**src/rtl/riscv_muldiv_pkg.sv**
```systemverilog
// Shared definitions for the RV32M multiply/divide sequencer: funct3 codes,
// the two ALU function codes it drives, the sequencer state encoding and the
// operand-signedness decode.
package riscv_muldiv_pkg;

  localparam logic [2:0] F3_MUL    = 3'b000;
  localparam logic [2:0] F3_MULH   = 3'b001;
  localparam logic [2:0] F3_MULHSU = 3'b010;
  localparam logic [2:0] F3_MULHU  = 3'b011;
  localparam logic [2:0] F3_DIV    = 3'b100;
  localparam logic [2:0] F3_DIVU   = 3'b101;
  localparam logic [2:0] F3_REM    = 3'b110;
  localparam logic [2:0] F3_REMU   = 3'b111;

  localparam logic [3:0] ALU_ADD = 4'b0000;
  localparam logic [3:0] ALU_SUB = 4'b0001;

  typedef enum logic [2:0] {
    ST_IDLE   = 3'd0,
    ST_NEG_A  = 3'd1,
    ST_NEG_B  = 3'd2,
    ST_RUN    = 3'd3,
    ST_FIX_LO = 3'd4,
    ST_FIX_HI = 3'd5,
    ST_DONE   = 3'd6
  } muldiv_state_e;

  // rs1 is treated as signed for MULH, MULHSU, DIV and REM
  function automatic logic a_is_signed(input logic [2:0] f3);
    return (f3 == F3_MULH) || (f3 == F3_MULHSU) || (f3 == F3_DIV) || (f3 == F3_REM);
  endfunction

  // rs2 is treated as signed for MULH, DIV and REM
  function automatic logic b_is_signed(input logic [2:0] f3);
    return (f3 == F3_MULH) || (f3 == F3_DIV) || (f3 == F3_REM);
  endfunction

endpackage

```
**src/rtl/alu_muldiv_seq_ctrl.sv**
```systemverilog
// Sequencer control for alu_muldiv_seq: state machine, iteration counter,
// latched funct3, operand sign flags, result-negate flag and the low-word
// carry used when negating a 64-bit product.
module muldiv_ctrl
  import riscv_muldiv_pkg::*;
#(
  parameter int unsigned XLEN  = 32,
  parameter int unsigned CNT_W = 6
) (
  input  logic          clk,
  input  logic          rst_n,
  input  logic          start,
  input  logic          kill,
  input  logic [2:0]    funct3,
  input  logic          a_msb,
  input  logic          b_msb,
  input  logic          fast_req,
  input  logic          fast_unsupp,
  input  logic          alu_cf,
  output muldiv_state_e state,
  output logic [2:0]    f3,
  output logic          sa,
  output logic          sb,
  output logic          neg,
  output logic          c_flag,
  output logic          busy,
  output logic          done,
  output logic          unsupp
);

  muldiv_state_e    state_q, state_d;
  logic [CNT_W-1:0] cnt_q, cnt_d;
  logic [2:0]       f3_q, f3_d;
  logic             sa_q, sa_d, sb_q, sb_d, neg_q, neg_d, c_q, c_d;
  logic             busy_q, done_q, unsupp_q, unsupp_d;
  logic             sa_new, sb_new;

  assign sa_new = a_msb & a_is_signed(funct3);
  assign sb_new = b_msb & b_is_signed(funct3);

  // Next-state, counter and flag computation
  always_comb begin
    state_d  = state_q;
    cnt_d    = cnt_q;
    f3_d     = f3_q;
    sa_d     = sa_q;
    sb_d     = sb_q;
    neg_d    = neg_q;
    c_d      = c_q;
    unsupp_d = 1'b0;
    unique case (state_q)
      ST_IDLE: begin
        if (start && !kill) begin
          f3_d  = funct3;
          sa_d  = sa_new;
          sb_d  = sb_new;
          neg_d = (funct3 == F3_REM) ? sa_new : (sa_new ^ sb_new);
          if (fast_req) begin
            state_d  = ST_DONE;
            unsupp_d = fast_unsupp;
          end else begin
            state_d = ST_NEG_A;
          end
        end
      end
      ST_NEG_A: state_d = ST_NEG_B;
      ST_NEG_B: begin
        state_d = ST_RUN;
        cnt_d   = '0;
      end
      ST_RUN: begin
        cnt_d = cnt_q + CNT_W'(1);
        if (cnt_q == CNT_W'(XLEN - 1)) state_d = ST_FIX_LO;
      end
      ST_FIX_LO: begin
        state_d = ST_FIX_HI;
        // 0 - lo produces no borrow only when lo is zero: that is the carry into hi
        if (neg_q && (f3_q != F3_REM)) c_d = alu_cf;
      end
      ST_FIX_HI: state_d = ST_DONE;
      ST_DONE:   state_d = ST_IDLE;
      default:   state_d = ST_IDLE;
    endcase
    if (kill && (state_q != ST_IDLE)) begin
      state_d  = ST_IDLE;
      unsupp_d = 1'b0;
    end
  end

  // Control state registers; status outputs are registered from the next state
  always_ff @(posedge clk or negedge rst_n) begin
    if (!rst_n) begin
      state_q  <= ST_IDLE;
      cnt_q    <= '0;
      f3_q     <= '0;
      sa_q     <= 1'b0;
      sb_q     <= 1'b0;
      neg_q    <= 1'b0;
      c_q      <= 1'b0;
      busy_q   <= 1'b0;
      done_q   <= 1'b0;
      unsupp_q <= 1'b0;
    end else begin
      state_q  <= state_d;
      cnt_q    <= cnt_d;
      f3_q     <= f3_d;
      sa_q     <= sa_d;
      sb_q     <= sb_d;
      neg_q    <= neg_d;
      c_q      <= c_d;
      busy_q   <= (state_d != ST_IDLE);
      done_q   <= (state_d == ST_DONE);
      unsupp_q <= unsupp_d;
    end
  end

  assign state  = state_q;
  assign f3     = f3_q;
  assign sa     = sa_q;
  assign sb     = sb_q;
  assign neg    = neg_q;
  assign c_flag = c_q;
  assign busy   = busy_q;
  assign done   = done_q;
  assign unsupp = unsupp_q;

endmodule

```
**src/rtl/alu_muldiv_seq.sv**
```systemverilog
// Multi-cycle RV32M multiply/divide sequencer that borrows the shared ALU as
// its only adder/subtractor. Operands are made positive, a 32-step shift-add
// or restoring-divide loop runs, then the 64-bit result is sign-corrected.
// Build option: define MULDIV_DIV_EN to include DIV/DIVU/REM/REMU; without it
// those funct3 codes complete immediately with result 0 and an unsupp pulse.
module alu_muldiv_seq
  import riscv_muldiv_pkg::*;
#(
  parameter int unsigned XLEN  = 32,
  parameter int unsigned CNT_W = 6
) (
  input  logic            clk,
  input  logic            rst_n,
  input  logic            start,
  input  logic            kill,
  input  logic [2:0]      funct3,
  input  logic [XLEN-1:0] op_a,
  input  logic [XLEN-1:0] op_b,
  output logic            busy,
  output logic            done,
  output logic [XLEN-1:0] result,
  output logic            unsupp,
  output logic [XLEN-1:0] alu_a,
  output logic [XLEN-1:0] alu_b,
  output logic [3:0]      alu_fn,
  output logic [4:0]      alu_shamt,
  input  logic [XLEN-1:0] alu_r,
  input  logic            alu_cf
);

  muldiv_state_e   state;
  logic [2:0]      f3;
  logic            sa, sb, neg, c_flag;
  logic            fast_req, fast_unsupp;
  logic [XLEN-1:0] fast_res;
  logic [XLEN-1:0] a_q, a_d, b_q, b_d, hi_q, hi_d, lo_q, lo_d, result_q, result_d;
  logic            is_rem, hi_fix, lo_sel, c_eff;

`ifdef MULDIV_DIV_EN
  logic [XLEN-1:0] div_trial;
  logic            div_acc;

  assign fast_req    = funct3[2] && (op_b == '0);
  assign fast_unsupp = 1'b0;
  assign fast_res    = funct3[1] ? op_a : '1;
  assign div_trial   = {hi_q[XLEN-2:0], lo_q[XLEN-1]};
  // hi[31] set means the true 33-bit trial already exceeds any divisor
  assign div_acc     = alu_cf | hi_q[XLEN-1];
`else
  assign fast_req    = funct3[2];
  assign fast_unsupp = 1'b1;
  assign fast_res    = '0;
`endif

  assign is_rem = (f3 == F3_REM);
  assign hi_fix = (f3 == F3_MULH) || (f3 == F3_MULHSU) || (f3 == F3_REM);
  assign lo_sel = (f3 == F3_MUL) || (f3 == F3_DIV) || (f3 == F3_DIVU);
  assign c_eff  = c_flag | is_rem;

  muldiv_ctrl #(
    .XLEN  (XLEN),
    .CNT_W (CNT_W)
  ) u_ctrl (
    .clk         (clk),
    .rst_n       (rst_n),
    .start       (start),
    .kill        (kill),
    .funct3      (funct3),
    .a_msb       (op_a[XLEN-1]),
    .b_msb       (op_b[XLEN-1]),
    .fast_req    (fast_req),
    .fast_unsupp (fast_unsupp),
    .alu_cf      (alu_cf),
    .state       (state),
    .f3          (f3),
    .sa          (sa),
    .sb          (sb),
    .neg         (neg),
    .c_flag      (c_flag),
    .busy        (busy),
    .done        (done),
    .unsupp      (unsupp)
  );

  // ALU operand and function selection for the current state
  always_comb begin
    alu_a  = '0;
    alu_b  = '0;
    alu_fn = ALU_ADD;
    unique case (state)
      ST_NEG_A: begin
        alu_b  = a_q;
        alu_fn = ALU_SUB;
      end
      ST_NEG_B: begin
        alu_b  = b_q;
        alu_fn = ALU_SUB;
      end
      ST_RUN: begin
`ifdef MULDIV_DIV_EN
        if (f3[2]) begin
          alu_a  = div_trial;
          alu_b  = b_q;
          alu_fn = ALU_SUB;
        end else
`endif
        begin
          alu_a = hi_q;
          alu_b = lo_q[0] ? b_q : '0;
        end
      end
      ST_FIX_LO: begin
        alu_b  = lo_q;
        alu_fn = ALU_SUB;
      end
      ST_FIX_HI: begin
        alu_a = ~hi_q;
        alu_b = {{(XLEN-1){1'b0}}, c_eff};
      end
      default: ;
    endcase
  end

  assign alu_shamt = '0;

  // Operand, accumulator and result register updates
  always_comb begin
    a_d      = a_q;
    b_d      = b_q;
    hi_d     = hi_q;
    lo_d     = lo_q;
    result_d = result_q;
    unique case (state)
      ST_IDLE: begin
        if (start && !kill) begin
          a_d = op_a;
          b_d = op_b;
          if (fast_req) result_d = fast_res;
        end
      end
      ST_NEG_A: if (sa) a_d = alu_r;
      ST_NEG_B: begin
        if (sb) b_d = alu_r;
        hi_d = '0;
        lo_d = a_q;
      end
      ST_RUN: begin
`ifdef MULDIV_DIV_EN
        if (f3[2]) begin
          hi_d = div_acc ? alu_r : div_trial;
          lo_d = {lo_q[XLEN-2:0], div_acc};
        end else
`endif
        begin
          {hi_d, lo_d} = {alu_cf, alu_r, lo_q[XLEN-1:1]};
        end
      end
      ST_FIX_LO: if (neg && !is_rem) lo_d = alu_r;
      ST_FIX_HI: begin
        if (neg && hi_fix) hi_d = alu_r;
        result_d = lo_sel ? lo_q : hi_d;
      end
      default: ;
    endcase
    if (kill && (state != ST_IDLE)) result_d = result_q;
  end

  // Datapath registers
  always_ff @(posedge clk or negedge rst_n) begin
    if (!rst_n) begin
      a_q      <= '0;
      b_q      <= '0;
      hi_q     <= '0;
      lo_q     <= '0;
      result_q <= '0;
    end else begin
      a_q      <= a_d;
      b_q      <= b_d;
      hi_q     <= hi_d;
      lo_q     <= lo_d;
      result_q <= result_d;
    end
  end

  assign result = result_q;

endmodule

```
**config.mk**
```make
export PLATFORM = sky130hd
export DESIGN_NAME = alu_muldiv_seq
export DESIGN_NICKNAME = d
export VERILOG_FILES = /design/src/rtl/riscv_muldiv_pkg.sv /design/src/rtl/alu_muldiv_seq_ctrl.sv /design/src/rtl/alu_muldiv_seq.sv
export SDC_FILE = /design/constraint.sdc
export NUM_CORES = 1
export LEC_CHECK = 0
export ABC_AREA = 1
export BUFFER_PORTS_ARGS = -buffer_cell sky130_fd_sc_hd__buf_4
export CAP_MARGIN = 20
export CORE_ASPECT_RATIO = 1.75
export CORE_MARGIN = 1.5
export CORE_UTILIZATION = 30
export CTS_CLUSTER_SIZE = 28
export DETAILED_ROUTE_END_ITERATION = 10
export SLEW_MARGIN = 20
export SYNTH_ARGS = -nofsm -noshare
export SYNTH_HDL_FRONTEND = slang
export SYNTH_SLANG_ARGS = --single-unit
```
**constraint.sdc**
```tcl
create_clock -name clk -period 1.5 [get_ports clk]
set_input_delay 0.3 -clock clk [delete_from_list [all_inputs] [get_ports clk]]
set_output_delay 0.3 -clock clk [all_outputs]
set_load 0.02 [all_outputs]
```
==> run summary <==
final instance area: 15600 um2
CP Capture Type: output pin
fin cells: 2129
largest net degree at the start of global routing: 49
R2R Path End: b_q[26]$_DFFE_PN0P_
Psw: 15.4 mW
Worst-path clk slew: 0.07 ns
DP Worst Slack: -0.328 ns
Crit Path Category: reg -> out
FF/Latch Area: 4480 um2
reg2reg path depth: 10
vias in the first global route: 10900
Hold Fails Final Rpt: 0
max-cap violation count: 0
crit path time final: 2.16 ns
Post-Synthesis Cells: 1427
RePlAce Congestion: 0.870
Slowest-stage cell, CP: dfrtp_2
initial antenna violation count: 2
post-synthesis sequential area ratio: 44.4%
number of synthesized register bits: 179
via count: 11000
mean post-synth cell area: 7.07 um2
hold endpoint: hi_q[22]$_DFFE_PN0P_
# H-tree levels: 4
final core occ: 47.3%
DP Area: 13700 um2
failing checks: setup timing
Ports: 212
area of the multi-input gates: 5790 um2
die area: 34800 um2
post-synthesis cell type count: 30
mapped cell area: 10100 um2
WP buf/inv: 4
synth top area cells: dfrtp_1 44%, nand2_1 21%, o21ai_0 6.9%, a21oi_1 4.9%, o211ai_1 4.7%
first-pass iteration count of the detailed router: 7
worst setup margin: -0.665 ns
# DRC: 0
WP data arrival: 1.86 ns
Overflow after GRT: 0
Rows: 88
Core ar.: 33000 um2
Clock Power Share: 13.8%
Worst-Skew Late Latency: 0.46 ns
RSZ-0062 raised after global routing: true
Initial Util: 30.5%
DRT antenna net count: 0
Peak VDD IR: 0.00117 V
delay-heaviest family, CP: buffers and inverters
global-route usage over all layers: 23.1%
Final setup viols: 233
CP Launch Type: register
Vias/cell: 5.18
WHS Path Cells: 3
final slew viol count: 0
outcome: complete, but fails checks
final worst-path cycle share: 144%
combinational power share: 60.3%
die height: 246 um
Pint: 18.2 mW
CTS root buffer: clkbuf_16
TritonCTS clock tree: done
Total Wirelength: 43200 um
layout cells sized above 1: 29.4%
clk_skew: 0.0122 ns
CP peak stage delay: 0.45 ns
Tot Pwr: 33.6 mW
Fill cells: 3258
critical-path cell list: inv_4, nand2_4, a21oi_4, buf_12, buf_12, nand2_4, o221ai_4, buf_6
IO buf count: 203
nets@finish: 1814
CTS Buf Count: 17
global-route wire length before repair: 60400 um
Sequential Power Share: 25.9%
largest area contributor in the netlist: dfrtp_1
Hold Crit Class: in -> reg
reg-to-reg startpoint: u_ctrl.state[2]$_DFF_PN0_
WP data required: 1.20 ns
Yosys top cell area share: 44.4%
CP max FO: 8
hold path start: alu_r[23]
fmax: 462 MHz
Clock Tree Buf Depth: 2
hpwl dp: 27800 um
P&R area growth vs syn: 55.0%
Placed Cells: 2039
DRT iter0 DRCs: 669
Die Span X: 142 um
power per cell area: 2150 nW/um2
Avg WL per Cell: 20.3 um
Sw Ratio: 45.8%
# clock sinks: 179
Static Leak: 7.40 nW
R2R setup slack: -0.30 ns
Synth warnings: 0
[synthesized netlist by cell type]
cell type and n:
clkbuf_1 40, nand2_1 554, o31ai_1 1, a21oi_1 98
inv_1 120, clkbuf_2 3, o21bai_1 1, nor2_1 73
a21oi_2 1, buf_6 3, ha_1 1, o21ai_4 1
a22o_1 1, buf_4 8, nand3_1 51, nand3b_1 1
nand2_2 2, o2111ai_1 1, o221ai_1 31, nand3_2 1
nor3_1 2, dfrtp_1 179, inv_2 5, nor2_4 1
o21ai_0 140, o211ai_1 63, buf_1 8, buf_2 35
conb_1 1, nand4_1 1
[final cells by class]
class / count / area share (%)
Sequential cell: 179 / 28.7
Tap cell: 405 / 3.24
Clock buffer: 18 / 2.75
Inverter: 125 / 3.15
Antenna cell: 2 / 0.0320
Multi-Input combinational cell: 1034 / 37.0
Clock inverter: 14 / 0.968
Timing Repair Buffer: 352 / 24.2
[worst reg2reg max path: cells and delay by family (launching register included)]
kind,cells,cell delay (ns)
AND/OR/NAND/NOR,2,0.14
AO/OA/AOI/OAI,2,0.33
flip-flops,1,0.45
buffers and inverters,6,0.81
[repair_timing]
| action | CTS | global route |
|---|---|---|
| setup endpoints to repair | 235 | 239 |
| gates cloned | 9 | 18 |
| pin swaps | 11 | 9 |
| hold buffers | 1 | 0 |
| setup buffers | 19 | 15 |
| resized for setup | 85 | 53 |
| endpoints found under the hold margin | 36 | 0 |
[routing by layer]
| layer | wire length, um | track usage, % | part of all wire (%) |
|---|---|---|---|
| met1 | 16100 | 25.4 | 37 |
| met2 | 22400 | 41.7 | 52 |
| met3 | 2090 | 3.74 | 4.8 |
| met4 | 2670 | 13.3 | 6.2 |
| met5 | 0 | 0 | 0 |
[through the flow]
stage                     hold WS [ns]  TNS, ns
final                           0.0840   -67.57
after global placement           0.293   -44.20
after detailed placement         0.292   -50.46
after floorplan                0.00441    -2.80
after CTS                       0.0620   -63.24
after global routing            0.0794   -80.78
[cells by family after synthesis]
| kind of cell | count (synthesis) | synth area share (%) |
|---|---|---|
| AO/OA/AOI/OAI | 338 | 19.8 |
| flip-flops | 179 | 44.4 |
| other | 1 | 0.0372 |
| buffers and inverters | 222 | 9.25 |
| AND/OR/NAND/NOR | 686 | 26.4 |
| adder cells (fa/ha/maj) | 1 | 0.124 |
[worst max-delay path by stage]
stage | slack, ns | from | end | cells past startpoint
2_1_floorplan | -0.08 | u_ctrl.state[0]$_DFF_PN0_ | alu_a[22] | 5
3_3_place_gp | -0.31 | u_ctrl.state[2]$_DFF_PN0_ | alu_b[17] | 5
3_5_place_dp | -0.33 | u_ctrl.state[2]$_DFF_PN0_ | alu_b[17] | 5
4_1_cts | -0.65 | u_ctrl.state[1]$_DFF_PN0_ | alu_b[16] | 5
5_1_grt | -0.73 | u_ctrl.state[2]$_DFF_PN0_ | alu_b[16] | 8
6_report | -0.66 | u_ctrl.state[2]$_DFF_PN0_ | alu_b[16] | 8
[state kept, by name, indices dropped and copies added, names as in the netlist, 3 cells and up]
| name | cells |
|---|---|
| a_q | 32 |
| b_q | 32 |
| hi_q | 32 |
| lo_q | 32 |
| result | 32 |
| u_ctrl.cnt_q | 6 |
| u_ctrl.f3 | 3 |
| u_ctrl.state | 3 |
[cells in the final DEF, fill, tap and decap left out, types with 3 or more instances in the layout]
cell type	instances
nor2_1	68
clkinv_2	3
conb_1	8
buf_6	47
nand2_2	21
o21ai_2	14
a21oi_4	3
inv_6	3
nor2_4	4
inv_4	4
nand2_1	524
nor2_2	3
nand2_4	7
buf_12	40
nand3_2	3
buf_8	5
nand2_8	4
buf_16	7
o21ai_1	3
o221ai_4	30
nand3_1	47
o21ai_4	20
a21oi_1	95
buf_4	236
o21ai_0	104
clkbuf_16	31
dfrtp_1	176
clkinvlp_4	4
inv_1	118
dfrtp_2	3
o211ai_1	63
[power groups by stage]
stage,clock network (mW),logic (mW),registers [mW]
5_1_grt,4.91,21.6,8.96
6_report,4.62,20.2,8.70
4_1_cts,4.70,18.8,8.64
3_3_place_gp,0,16.6,8.62
3_5_place_dp,0,16.8,8.66
2_1_floorplan,0,10.3,8.63
Power figures use the tool's default switching activity.
